--- src/rtl/sga_frame_render_if.sv ---
// ---------------------------------------------------------------------------
// sga_frame_render_if
// Bundles the render request, body-RAM read port and published frame/flags
// of the snake frame renderer.
//   master : the requester side (control unit + body RAM). It drives
//            render_start, snake_size, apple_pos, apple_valid and ram_data.
//   slave  : the renderer. It drives ram_addr, busy, render_done, leds,
//            collision, apple_hit and bad_pos.
// ---------------------------------------------------------------------------
interface sga_frame_render_if #(
    parameter int CELLS  = 36,
    parameter int POS_W  = 6,
    parameter int SIZE_W = 4
);
    logic              render_start;
    logic [SIZE_W-1:0] snake_size;
    logic [POS_W-1:0]  apple_pos;
    logic              apple_valid;
    logic [SIZE_W-1:0] ram_addr;
    logic [POS_W-1:0]  ram_data;
    logic              busy;
    logic              render_done;
    logic [CELLS-1:0]  leds;
    logic              collision;
    logic              apple_hit;
    logic              bad_pos;

    modport master (
        output render_start, snake_size, apple_pos, apple_valid, ram_data,
        input  ram_addr, busy, render_done, leds, collision, apple_hit, bad_pos
    );

    modport slave (
        input  render_start, snake_size, apple_pos, apple_valid, ram_data,
        output ram_addr, busy, render_done, leds, collision, apple_hit, bad_pos
    );
endinterface

--- src/rtl/sga_frame_render.sv ---
// ---------------------------------------------------------------------------
// sga_frame_render
// Reads the first N entries of the snake-body RAM (entry 0 = head), builds a
// CELLS-bit LED frame in a shadow buffer, ORs in the apple and publishes the
// frame plus collision / apple-hit / bad-position flags atomically.
// Ports:
//   clock   : system clock, rising edge
//   restart : asynchronous active-high reset
//   bus     : sga_frame_render_if.slave (request, RAM read port, results)
// ---------------------------------------------------------------------------
module sga_frame_render #(
    parameter int CELLS  = 36,
    parameter int POS_W  = 6,
    parameter int SIZE_W = 4
) (
    input  logic              clock,
    input  logic              restart,
    sga_frame_render_if.slave bus
);
    typedef enum logic [2:0] {IDLE, PRIME, SCAN, FLUSH, PUBLISH} state_t;

    state_t            state_reg;
    logic [SIZE_W-1:0] n_reg;
    logic [POS_W-1:0]  apple_pos_reg;
    logic              apple_valid_reg;
    logic [POS_W-1:0]  head_reg;
    logic [SIZE_W-1:0] scan_idx_reg;
    logic [SIZE_W-1:0] ram_addr_reg;
    logic [CELLS-1:0]  shadow_reg;
    logic              coll_flag_reg;
    logic              bad_flag_reg;
    logic              hit_flag_reg;
    logic              busy_reg;
    logic              done_reg;
    logic [CELLS-1:0]  leds_reg;
    logic              collision_reg;
    logic              apple_hit_reg;
    logic              bad_pos_reg;

    // One-hot decode of the incoming RAM word and of the latched apple.
    // An out-of-range index decodes to all zeros, which doubles as the
    // range check.
    logic [CELLS-1:0]  data_mask;
    logic [CELLS-1:0]  apple_mask;
    logic              data_in_range;
    logic              apple_in_range;
    logic              last_entry;
    logic              addr_more;

    genvar gi;
    generate
        for (gi = 0; gi < CELLS; gi++) begin : g_cell
            assign data_mask[gi]  = (bus.ram_data == POS_W'(gi));
            assign apple_mask[gi] = (apple_pos_reg == POS_W'(gi));
        end
    endgenerate

    assign data_in_range  = |data_mask;
    assign apple_in_range = |apple_mask;
    // Only meaningful while N >= 1, i.e. in PRIME/SCAN.
    assign last_entry     = (scan_idx_reg == n_reg - SIZE_W'(1));
    assign addr_more      = (ram_addr_reg < n_reg - SIZE_W'(1));

    assign bus.ram_addr    = ram_addr_reg;
    assign bus.busy        = busy_reg;
    assign bus.render_done = done_reg;
    assign bus.leds        = leds_reg;
    assign bus.collision   = collision_reg;
    assign bus.apple_hit   = apple_hit_reg;
    assign bus.bad_pos     = bad_pos_reg;

    always_ff @(posedge clock or posedge restart) begin
        if (restart) begin
            state_reg       <= IDLE;
            n_reg           <= '0;
            apple_pos_reg   <= '0;
            apple_valid_reg <= 1'b0;
            head_reg        <= '0;
            scan_idx_reg    <= '0;
            ram_addr_reg    <= '0;
            shadow_reg      <= '0;
            coll_flag_reg   <= 1'b0;
            bad_flag_reg    <= 1'b0;
            hit_flag_reg    <= 1'b0;
            busy_reg        <= 1'b0;
            done_reg        <= 1'b0;
            leds_reg        <= '0;
            collision_reg   <= 1'b0;
            apple_hit_reg   <= 1'b0;
            bad_pos_reg     <= 1'b0;
        end else begin
            done_reg <= 1'b0;
            case (state_reg)
                IDLE: begin
                    // busy is only still high here during the render_done
                    // cycle; a request seen then is dropped, not queued.
                    if (busy_reg) begin
                        busy_reg <= 1'b0;
                    end else if (bus.render_start) begin
                        n_reg           <= bus.snake_size;
                        apple_pos_reg   <= bus.apple_pos;
                        apple_valid_reg <= bus.apple_valid;
                        shadow_reg      <= '0;
                        coll_flag_reg   <= 1'b0;
                        bad_flag_reg    <= 1'b0;
                        hit_flag_reg    <= 1'b0;
                        head_reg        <= '0;
                        scan_idx_reg    <= '0;
                        busy_reg        <= 1'b1;
                        // An empty body never touches the RAM, so the
                        // address is left where the last scan parked it.
                        if (bus.snake_size != '0) begin
                            ram_addr_reg <= '0;
                            state_reg    <= PRIME;
                        end else begin
                            state_reg    <= PUBLISH;
                        end
                    end
                end
                PRIME: begin
                    // Address 0 is in flight; issue address 1 if it exists.
                    if (addr_more)
                        ram_addr_reg <= ram_addr_reg + SIZE_W'(1);
                    state_reg <= SCAN;
                end
                SCAN: begin
                    if (data_in_range)
                        shadow_reg <= shadow_reg | data_mask;
                    else
                        bad_flag_reg <= 1'b1;
                    if (scan_idx_reg == '0)
                        head_reg <= bus.ram_data;
                    else if (bus.ram_data == head_reg)
                        coll_flag_reg <= 1'b1;
                    // Address runs one entry ahead of the consumer and
                    // parks on N-1.
                    if (addr_more)
                        ram_addr_reg <= ram_addr_reg + SIZE_W'(1);
                    if (last_entry)
                        state_reg <= FLUSH;
                    else
                        scan_idx_reg <= scan_idx_reg + SIZE_W'(1);
                end
                FLUSH: begin
                    if (apple_valid_reg) begin
                        if (apple_in_range)
                            shadow_reg <= shadow_reg | apple_mask;
                        else
                            bad_flag_reg <= 1'b1;
                    end
                    hit_flag_reg <= apple_valid_reg && (head_reg == apple_pos_reg);
                    state_reg    <= PUBLISH;
                end
                PUBLISH: begin
                    // With N=0 FLUSH was skipped, so the apple is merged
                    // straight into the published frame here.
                    if (n_reg == '0) begin
                        leds_reg      <= shadow_reg |
                                         (apple_valid_reg ? apple_mask : '0);
                        bad_pos_reg   <= bad_flag_reg |
                                         (apple_valid_reg & ~apple_in_range);
                        apple_hit_reg <= 1'b0;
                    end else begin
                        leds_reg      <= shadow_reg;
                        bad_pos_reg   <= bad_flag_reg;
                        apple_hit_reg <= hit_flag_reg;
                    end
                    collision_reg <= coll_flag_reg;
                    done_reg      <= 1'b1;
                    state_reg     <= IDLE;
                end
                default: state_reg <= IDLE;
            endcase
        end
    end
endmodule

--- src/flat_wrapper.sv ---
// flat-port wrapper written by rule: the top's interface ports become plain ports
module sga_frame_render_flat 
#(
    parameter int CELLS  = 36,
    parameter int POS_W  = 6,
    parameter int SIZE_W = 4
)
  (clock, restart, bus_render_start, bus_snake_size, bus_apple_pos, bus_apple_valid, bus_ram_data, bus_ram_addr, bus_busy, bus_render_done, bus_leds, bus_collision, bus_apple_hit, bus_bad_pos);
  sga_frame_render_if #(.CELLS(CELLS), .POS_W(POS_W), .SIZE_W(SIZE_W)) bus_i ();
  input  logic clock;
  input  logic restart;
  input wire logic [$bits(bus_i.render_start)-1:0] bus_render_start;
  input wire logic [$bits(bus_i.snake_size)-1:0] bus_snake_size;
  input wire logic [$bits(bus_i.apple_pos)-1:0] bus_apple_pos;
  input wire logic [$bits(bus_i.apple_valid)-1:0] bus_apple_valid;
  input wire logic [$bits(bus_i.ram_data)-1:0] bus_ram_data;
  output wire logic [$bits(bus_i.ram_addr)-1:0] bus_ram_addr;
  output wire logic [$bits(bus_i.busy)-1:0] bus_busy;
  output wire logic [$bits(bus_i.render_done)-1:0] bus_render_done;
  output wire logic [$bits(bus_i.leds)-1:0] bus_leds;
  output wire logic [$bits(bus_i.collision)-1:0] bus_collision;
  output wire logic [$bits(bus_i.apple_hit)-1:0] bus_apple_hit;
  output wire logic [$bits(bus_i.bad_pos)-1:0] bus_bad_pos;
  assign bus_i.render_start = bus_render_start;
  assign bus_i.snake_size = bus_snake_size;
  assign bus_i.apple_pos = bus_apple_pos;
  assign bus_i.apple_valid = bus_apple_valid;
  assign bus_i.ram_data = bus_ram_data;
  assign bus_ram_addr = bus_i.ram_addr;
  assign bus_busy = bus_i.busy;
  assign bus_render_done = bus_i.render_done;
  assign bus_leds = bus_i.leds;
  assign bus_collision = bus_i.collision;
  assign bus_apple_hit = bus_i.apple_hit;
  assign bus_bad_pos = bus_i.bad_pos;
  sga_frame_render #(.CELLS(CELLS), .POS_W(POS_W), .SIZE_W(SIZE_W)) u_core (.clock(clock), .restart(restart), .bus(bus_i));
endmodule
--- config.mk ---
export PLATFORM = sky130hd
export DESIGN_NAME = sga_frame_render_flat
export DESIGN_NICKNAME = d
export VERILOG_FILES = /design/src/rtl/sga_frame_render_if.sv /design/src/rtl/sga_frame_render.sv /design/src/flat_wrapper.sv
export SDC_FILE = /design/constraint.sdc
export NUM_CORES = 1
export LEC_CHECK = 0
export CORE_UTILIZATION = 63
export DETAILED_ROUTE_END_ITERATION = 8
export DONT_BUFFER_PORTS = 1
export GPL_TIMING_DRIVEN = 0
export PLACE_DENSITY = 0.77
export SYNTH_ARGS = -nofsm -noshare
export SYNTH_HDL_FRONTEND = slang
export SYNTH_SLANG_ARGS = --single-unit
export TNS_END_PERCENT = 10
--- constraint.sdc ---
create_clock -name clock -period 4 [get_ports clock]
set_clock_uncertainty 0.05 [all_clocks]
set_input_delay 0.6 -clock clock [delete_from_list [all_inputs] [get_ports clock]]
set_output_delay 0.6 -clock clock [all_outputs]
set_load 0.02 [all_outputs]
==> flow_summary.yaml, run 1 <==
outcome:
  status: "completed"
setup_path:
  worst_ep_required_time_ps: 4260
  path_cells: "nor3_1, xnor2_1, ha_1, nand2_1, a21oi_1, a211oi_1, a31oi_1, a31oi_1"
  rrSetupSlack_ps: 1420
  crit_path_start_kind: "flip-flop"
  regToRegEndpoint: "u_core.bus.ram_addr[3]$_DFFE_PP0P_"
  crit_type: "reg2reg"
  rr_worst_depth: 8
  slowest_delay_ps: 640
  worst-path-max-fanout: 7
  regToRegStartpoint: "u_core.n_reg[2]$_DFFE_PP0P_"
  critPathArrivalTime_ps: 2850
  cpMaxStageDelayCell: "a211oi_1"
  cpMostUsedCell: "a31oi_1"
  endpoint_kind: "flip-flop"
timing:
  tns_ps: 0
  setup_ws_ps: 1420
  grt_setup_unrepaired: "no"
  worst_pin_slew_ps: 885
  fin_crit_ps: 2580
  relSlewSlack: 0.405
  whs_ps: 74.6
  setup_viol: 0
  fmaxAchievable_mhz: 387
  fin_crit_sh: 0.646
  hold_viol_final: 0
  drv_slew: 0
routing:
  vias_per_cell: 6.31
  firstDrtPassIters: 5
  ant_nets: 0
  drc: 0
  vias: 4353
  drt_iter0_markers: 350
  wl_um: 13200
  wire_per_inst_um: 19.1
clocking:
  post_cts_resized: 0
  clk_latency_ps: 380
  clk_path_buf_depth: 2
  cts_sinks: 108
  htree_levels: 3
  hold_buffers: 0
  cts_root_buf: "clkbuf_8"
  post_cts_buffers: 0
  numCtsBuffers: 9
  clkTransAtPathRegs_ps: 110
  cts_tree: "built"
layout:
  multiInputGateArea_um2: 2470
  fin_nets: 607
  fin_area_um2: 5730
  seq_area_um2: 2700
  num_antenna_cells: 0
  drive_gt1_frac: 0.121
  stdcell_count: 690
  synthToLayoutAreaGrowth_pct: 6.49
  nFillCells: 663
synth:
  synth_area_um2: 5380
  avgSynthCellArea_um2: 9.48
  synth_edf_count: 0
  synth-adder-area-share: 0.0163
  synth_compound_area_frac: 0.221
  synth_top_family_by_area: "compound AO/OA/AOI/OAI gates"
  synth_top_cell_area_share: 0.502
  synth.area.mux_share: 0.00767
  ys_seq_area_frac: 0.502
  synth_top_cell_by_area: "dfrtp_1"
  synth_xor_area_frac: 0.0363
  ys_warn_count: 0
  async_flop_share: 1.00
  synth_cell_types: 53
  ys.flop_type: "dfrtp_1"
  netlist_top_cells_area: "dfrtp_1 (50%), nand2_1 (7.7%), o21ai_0 (5.0%), a21oi_1 (4.2%), a22oi_1 (3.5%)"
  synth-seq-cells: 108
  syn_nets: 595
  syn_inst: 568
  synthSimpleGateAreaFrac: 0.178
placed_design:
  placed_area_um2: 5540
  gp_congestion: 0.909
  place_ws_ps: 1430
  portBuffers: 0
  dp_cells: 674
  dp_hpwl_um: 9460
power:
  p_per_area_nw_per_um2: 691
  ir_drop_mv: 0.445
  p_leak_nw: 2.44
floorplan:
  pin_count: 65
  die_h_um: 94.4
  die_x_um: 94.4
  die-area_um2: 8920
  core_area_um2: 8260
  num_rows: 33
  initial_core_util: 0.652
global_route:
  overflow: 0
  grt_util_all_layers: 0.323
  antenna_found_initial: 0
  grt_start_max_net_pins: 68
  first_global_vias: 4226
  grt_pass1_wl_um: 21600
worst_hold_path:
  hp-class: "in2async"
flow_run:
  drv_cap: 0
-- cells in the mapped netlist, types with 2 or more instances --
cell and number:
nor2_1 27, a31oi_1 7, ha_1 7, a21oi_1 45, o22ai_1 9, buf_6 3, buf_2 14, nor3_4 2
or3_1 6, nor2b_1 2, and2_1 2, nand3b_1 4, nor3b_1 2, inv_1 10, and3_1 2, dfrtp_1 108
o21ai_0 54, nor3_1 11, nand2b_1 10, o21ai_2 20, mux2i_1 3, a21o_1 2, nand2_1 111, nand4_1 5
a22o_1 15, clkbuf_1 15, a22oi_1 25, nor2_2 4, xnor2_1 17, a211oi_1 2, nor4_1 2
-- worst max-delay path by stage --
stage / start / endpoint / slack [ps] / cells past startpoint
floorplan: restart / u_core.apple_pos_reg[0]$_DFFE_PP0P_ / 500 / 1
global placement: restart / u_core.bus.leds[29]$_DFFE_PP0P_ / -480 / 1
detailed placement: u_core.n_reg[2]$_DFFE_PP0P_ / u_core.bus.ram_addr[3]$_DFFE_PP0P_ / 1430 / 8
CTS: u_core.n_reg[2]$_DFFE_PP0P_ / u_core.bus.ram_addr[2]$_DFFE_PP0P_ / 1450 / 8
global route: u_core.n_reg[2]$_DFFE_PP0P_ / u_core.bus.ram_addr[3]$_DFFE_PP0P_ / 1190 / 8
finish: u_core.n_reg[2]$_DFFE_PP0P_ / u_core.bus.ram_addr[3]$_DFFE_PP0P_ / 1420 / 8
-- through the flow --
step,total power [mW],util
5_1_grt,4.22,0.694
2_1_floorplan,2.91,-
6_report,3.96,0.694
3_3_place_gp,3.22,0.668
4_1_cts,3.94,0.694
3_5_place_dp,3.31,0.671
-- critical path, delay by kind of cell (launching register included) --
kind	cells	cell delay (ps)
compound gates	4	1040
xor+xnor	1	210
fa+ha+maj	1	290
flops	1	460
simple gates	2	460
-- where the power goes --
part / internal [mW] / leakage [nW] / switching [mW]
sequential: 1.37 / 1.46 / 0.397
clock: 0.253 / 0.0956 / 0.393
combinational: 0.578 / 0.881 / 0.972
total: 2.20 / 2.44 / 1.76
-- cells by family after synthesis --
kind of cell	Yosys count
xor+xnor	19
flops	108
mux	4
compound gates	185
fa+ha+maj	7
simple gates	201
buf+inv	44
-- layer usage --
layer	vias to the layer above	wire length (um)	GRT usage	part of all wire
li1	2023	-	-	-
met1	2116	5680	0.463	0.43
met2	190	6050	0.482	0.46
met3	24	1160	0.0725	0.088
met4	0	255	0.119	0.019
met5	-	0	0	0
-- area by class of cell --
cell class | instances | area share
repair buffers | 1 | 0.00480
clock inverters | 5 | 0.00808
flip-flops and latches | 108 | 0.472
well taps | 105 | 0.0229
clock buffers | 11 | 0.0247
plain buffers | 34 | 0.0299
multi-input cells | 416 | 0.431
inverters | 10 | 0.00699
-- cell usage in the layout, fill, tap and decap left out, types with 11 or more instances in the layout --
cell type  Yosys  final
nand2_1      111    111
dfrtp_1      108    108
o21ai_0       54     54
a21oi_1       45     45
nor2_1        27     27
a22oi_1       25     25
o21ai_2       20     20
xnor2_1       17     17
clkbuf_1      15     16
a22o_1        15     15
buf_2         14     14
nor3_1        11     11
(Power assumes the default switching activity.)
==> inputs of run 2 (changes only) <==
==> constraint.sdc (replaced) <==
create_clock -name clock -period 2.5 [get_ports clock]
set_clock_uncertainty 0.05 [all_clocks]
set_input_delay 0.375 -clock clock [delete_from_list [all_inputs] [get_ports clock]]
set_output_delay 0.375 -clock clock [all_outputs]
set_load 0.02 [all_outputs]
==> flow_summary.yaml, run 2 (synthesized netlist as in run 1, its figures left out) <==
global_route:
  grt_pass1_wl_um: 21200
  grt_start_max_net_pins: 46
  first_global_vias: 4304
  overflow: 0
  antenna_found_initial: 0
  grt_util_all_layers: 0.316
layout:
  multiInputGateArea_um2: 2480
  final_common_cell: "nand2_1"
  drive_gt1_frac: 0.128
  nFillCells: 658
  synthToLayoutAreaGrowth_pct: 7.25
  mostFrequentLayoutCells: "nand2_1 (111), dfrtp_1 (108), o21ai_0 (54)"
  seq_area_um2: 2700
  num_antenna_cells: 0
  fin_nets: 610
power:
  p_comb_frac: 0.393
  p_leak_nw: 2.46
  ir_drop_mv: 0.638
  p_per_area_nw_per_um2: 1100
  switching_share: 0.447
  p_switching_mw: 2.83
  p_int_mw: 3.50
  pwr-share-clk: 0.162
  fin_total_pwr_mw: 6.33
  p_seq_frac: 0.446
floorplan:
  die-area_um2: 8920
  die_x_um: 94.4
  pin_count: 65
  initial_core_util: 0.652
  die_h_um: 94.4
  num_rows: 33
  core_area_um2: 8260
clocking:
  cts_sinks: 108
  cts_tree: "built"
  numCtsBuffers: 9
  htree_levels: 3
  clkTransAtPathRegs_ps: 100
  clk_path_buf_depth: 2
  post_cts_buffers: 0
  clk_latency_ps: 380
  cts_root_buf: "clkbuf_8"
timing:
  relSlewSlack: 0.412
  hold_viol_final: 0
  fin_crit_sh: 0.921
  whs_ps: 45.9
  fmaxAchievable_mhz: 434
  setup_viol: 0
  drv_slew: 0
  fin_crit_ps: 2300
  grt_setup_unrepaired: "no"
  worst_pin_slew_ps: 875
worst_hold_path:
  hp-class: "in2reg"
  min_path_cells: 2
  min_from: "bus_apple_pos[0]"
  hold_path_end: "u_core.apple_pos_reg[0]$_DFFE_PP0P_"
routing:
  wire_per_inst_um: 18.9
  ant_nets: 0
  wl_um: 13100
  drt_iter0_markers: 333
  firstDrtPassIters: 5
  vias_per_cell: 6.40
  drc: 0
  vias: 4432
placed_design:
  gp_congestion: 0.883
  portBuffers: 0
  dp_hpwl_um: 9510
flow_run:
  drv_cap: 0
setup_path:
  endpoint_kind: "flip-flop"
  worst_ep_required_time_ps: 2710
  crit_path_start_kind: "flip-flop"
  worst-path-max-fanout: 7
  rr_worst_depth: 8
  regToRegStartpoint: "u_core.n_reg[2]$_DFFE_PP0P_"
  regToRegEndpoint: "u_core.bus.ram_addr[0]$_DFFE_PP0P_"
  critPathArrivalTime_ps: 2510
  rrSetupSlack_ps: 200
  crit_type: "reg2reg"
outcome:
  status: "completed"
==> run 2: cell count changes in the layout (fill, tap and decap cells not counted), moves of 2 or more <==
| cell | previous run | this run |
|---|---|---|
| clkinv_4 | 4 | 0 |
| clkinv_2 | 0 | 2 |
| inv_6 | 0 | 4 |
| buf_12 | 0 | 3 |
==> run 2: timing repair <==
| item | 4_1_cts | 5_1_grt |
|---|---|---|
| hold endpoints to repair | 50 | 0 |
| hold buffers | 1 | 0 |
| cloned | 0 | 0 |
| pin swaps | 0 | 1 |
| setup endpoints to repair | 4 | 3 |
| gates resized for setup | 1 | 0 |
==> run 2: area by class of cell <==
cell class | instances | share of cell area
Buffer | 34 | 0.0297
Clock buffer | 9 | 0.0215
Clock inverter | 7 | 0.00975
Inverter | 10 | 0.00715
Multi-Input combinational cell | 416 | 0.429
Sequential cell | 108 | 0.468
Tap cell | 105 | 0.0228
Timing Repair Buffer | 4 | 0.0121
==> run 2: worst max-delay path by stage <==
stage	start	endpoint	slack [ps]	cells after the start
detailed placement	u_core.n_reg[2]$_DFFE_PP0P_	u_core.bus.ram_addr[2]$_DFFE_PP0P_	-20	8
global route	u_core.n_reg[2]$_DFFE_PP0P_	u_core.bus.ram_addr[1]$_DFFE_PP0P_	30	8
CTS	u_core.n_reg[2]$_DFFE_PP0P_	u_core.bus.ram_addr[0]$_DFFE_PP0P_	190	8
global placement	u_core.n_reg[2]$_DFFE_PP0P_	u_core.bus.ram_addr[2]$_DFFE_PP0P_	60	8
floorplan	u_core.n_reg[2]$_DFFE_PP0P_	u_core.bus.ram_addr[2]$_DFFE_PP0P_	290	8
finish	u_core.n_reg[2]$_DFFE_PP0P_	u_core.bus.ram_addr[0]$_DFFE_PP0P_	200	8
==> run 2: per-layer routing <==
| layer | share of wire | global-route usage | vias to the layer above |
|---|---|---|---|
| met5 | 0 | 0 | - |
| met4 | 0.019 | 0.127 | 0 |
| met3 | 0.074 | 0.0531 | 30 |
| met2 | 0.47 | 0.492 | 218 |
| met1 | 0.43 | 0.440 | 2155 |
| li1 | - | - | 2029 |
==> run 2: power by group through the flow <==
stage	registers, mW	logic [mW]	clock network (mW)
6_report	2.82	2.49	1.02
5_1_grt	2.87	2.75	1.10
4_1_cts	2.82	2.46	1.03
3_5_place_dp	2.85	2.43	0
3_3_place_gp	2.82	2.33	0
2_1_floorplan	2.74	1.92	0
==> run 2: critical path, cell delays in order (launching register included) <==
cell and delay, ps:
dfrtp_1 470, nor3_1 370, xnor2_1 210, ha_1 300, nand2_1 80, a21oi_1 50, a211oi_2 380, o21a_1 190
mux2i_1 80
==> run 2: through the flow <==
step | cell area (um2) | TNS [ps] | cells | util | worst slack, ps
floorplan | 5390 | 0 | 568 | - | 287
global placement | 5520 | 0 | 673 | 0.668 | 59.2
detailed placement | 5580 | -22.8 | 676 | 0.675 | -16.2
CTS | 5770 | 0 | 693 | 0.699 | 186
global route | 5770 | 0 | 693 | 0.699 | 29.5
finish | 5770 | 0 | 693 | 0.699 | 198
==> inputs of run 3 (changes only) <==
--- a/config.mk
+++ b/config.mk
@@ -8,7 +8,6 @@
 export CORE_UTILIZATION = 63
 export DETAILED_ROUTE_END_ITERATION = 8
 export DONT_BUFFER_PORTS = 1
-export GPL_TIMING_DRIVEN = 0
 export PLACE_DENSITY = 0.77
 export SYNTH_ARGS = -nofsm -noshare
 export SYNTH_HDL_FRONTEND = slang
==> flow_summary.yaml, run 3 (synthesized netlist as in run 1, its figures left out) <==
floorplan:
  die_h_um: 94.4
  pin_count: 65
  die-area_um2: 8920
  die_x_um: 94.4
  core_area_um2: 8260
  initial_core_util: 0.652
  num_rows: 33
routing:
  drt_iter0_markers: 350
  drc: 0
  wire_per_inst_um: 18.4
  ant_nets: 0
  wl_um: 12400
  vias: 4280
  firstDrtPassIters: 5
  vias_per_cell: 6.33
timing:
  fin_crit_ps: 2280
  grt_setup_unrepaired: "no"
  fmaxAchievable_mhz: 438
  drv_slew: 0
  setup_ws_ps: 217
  setup_viol: 0
  hold_viol_final: 0
  tns_ps: 0
  relSlewSlack: 0.501
  fin_crit_sh: 0.913
  worst_pin_slew_ps: 741
power:
  p_switching_mw: 2.78
  p_int_mw: 3.59
  ir_drop_mv: 0.645
  p_per_area_nw_per_um2: 1110
  p_seq_frac: 0.466
  p_comb_frac: 0.358
  p_leak_nw: 2.43
  switching_share: 0.437
  pwr-share-clk: 0.176
setup_path:
  worst_ep_required_time_ps: 2710
  crit_type: "reg2reg"
  cp_top_family: "flip-flops"
  path_cells: "nor3_1, xnor2_1, ha_1, nand2_1, a21oi_1, a211oi_1, buf_4, o21a_1, o21ai_0"
  crit_path_start_kind: "flip-flop"
  worst-path-buf-inv: 1
  crit_path_end: "u_core.bus.ram_addr[1]$_DFFE_PP0P_"
  slowest_delay_ps: 480
  regToRegEndpoint: "u_core.bus.ram_addr[1]$_DFFE_PP0P_"
  crit_start: "u_core.n_reg[2]$_DFFE_PP0P_"
  rr_worst_depth: 9
  rrSetupSlack_ps: 220
  critPathArrivalTime_ps: 2500
  worst-path-stages: 9
  endpoint_kind: "flip-flop"
  regToRegStartpoint: "u_core.n_reg[2]$_DFFE_PP0P_"
  worst-path-max-fanout: 7
  cpMaxStageDelayCell: "dfrtp_1"
global_route:
  grt_use_met1: 0.412
  first_global_vias: 4128
  grt_util_all_layers: 0.300
  overflow: 0
  use_met3: 0.0668
  grt_start_max_net_pins: 90
  grtUsageMet2: 0.471
  grt_most_used_layer: "met2"
  antenna_found_initial: 0
  grt_pass1_wl_um: 20300
layout:
  final_common_cell: "nand2_1"
  synthToLayoutAreaGrowth_pct: 6.46
  num_antenna_cells: 0
  fin_area_um2: 5730
  mostFrequentLayoutCells: "nand2_1 (110), dfrtp_1 (108), o21ai_0 (54)"
  fin_nets: 593
  drive_gt1_frac: 0.130
clocking:
  cts_sinks: 108
  clk_path_buf_depth: 2
  clkTransAtPathRegs_ps: 110
  clk_latency_ps: 370
  numCtsBuffers: 9
  cts_root_buf: "clkbuf_8"
  cts_tree: "built"
  htree_levels: 3
  post_cts_buffers: 0
placed_design:
  gp_congestion: 0.857
  placed_area_um2: 5510
  place_ws_ps: 248
  portBuffers: 0
  dp_hpwl_um: 8540
outcome:
  status: "completed"
worst_hold_path:
  hp-class: "in2reg"
flow_run:
  drv_cap: 0
## run 3: changes by cell type in the layout (fill, tap and decap cells not counted), sizes merged
cell / delta
buf: -2
bufinv: +1
clkbuf: -14
clkinv: -2
## run 3: final cells by class
type	instances	area (um2)
clock buffers	10	128
clock inverters	6	76.3
fillers	655	2530
inverters	10	41.3
multi-input cells	416	2480
flip-flops and latches	108	2700
well taps	105	131
repair buffers	21	173
## run 3: worst reg2reg max path, cell delays in order (launching register included)
cell,delay [ps]
dfrtp_1,480
nor3_1,410
xnor2_1,210
ha_1,290
nand2_1,70
a21oi_1,40
a211oi_1,220
buf_4,180
o21a_1,130
o21ai_0,80
## run 3: worst min-delay path by stage
stage,cells after the start,end,from,slack [ps]
after global placement,1,u_core.bus.leds[1]$_DFFE_PP0P_,restart,220
final,2,u_core.n_reg[3]$_DFFE_PP0P_,bus_snake_size[3],50
after global routing,2,u_core.n_reg[3]$_DFFE_PP0P_,bus_snake_size[3],40
after detailed placement,1,u_core.bus.leds[3]$_DFFE_PP0P_,restart,220
after CTS,2,u_core.n_reg[3]$_DFFE_PP0P_,bus_snake_size[3],40
after floorplan,2,u_core.coll_flag_reg$_DFFE_PP0P_,u_core.coll_flag_reg$_DFFE_PP0P_,390
## run 3: per-stage QoR
stage / hold WS, ps / cells / utilization / total power [mW]
final: 51.9 / 676 / 0.694 / 6.38
after global routing: 40.9 / 676 / 0.694 / 6.78
after CTS: 43.7 / 676 / 0.693 / 6.36
after detailed placement: 225 / 659 / 0.667 / 5.26
after global placement: 221 / 659 / 0.667 / 5.13
after floorplan: 394 / 568 / - / 4.66
## run 3: timing repair
item	in CTS	in global routing
hold buffers	1	0
endpoints found under the hold margin	19	0
endpoints found under the setup margin	0	1
gates resized for setup	0	1
## run 3: layer usage
layer | up-vias | share of wire | routed length, um
li1 | 1997 | - | -
met1 | 2055 | 0.44 | 5530
met2 | 198 | 0.46 | 5720
met3 | 30 | 0.076 | 942
met4 | 0 | 0.021 | 263
met5 | - | 0 | 0
## run 3: power groups by stage
stage	Sequential, mW	Clock [mW]	Combinational, mW
2_1_floorplan	2.74	0	1.92
3_3_place_gp	2.96	0	2.17
3_5_place_dp	2.99	0	2.27
4_1_cts	2.96	1.13	2.28
5_1_grt	3.03	1.20	2.55
6_report	2.97	1.12	2.28
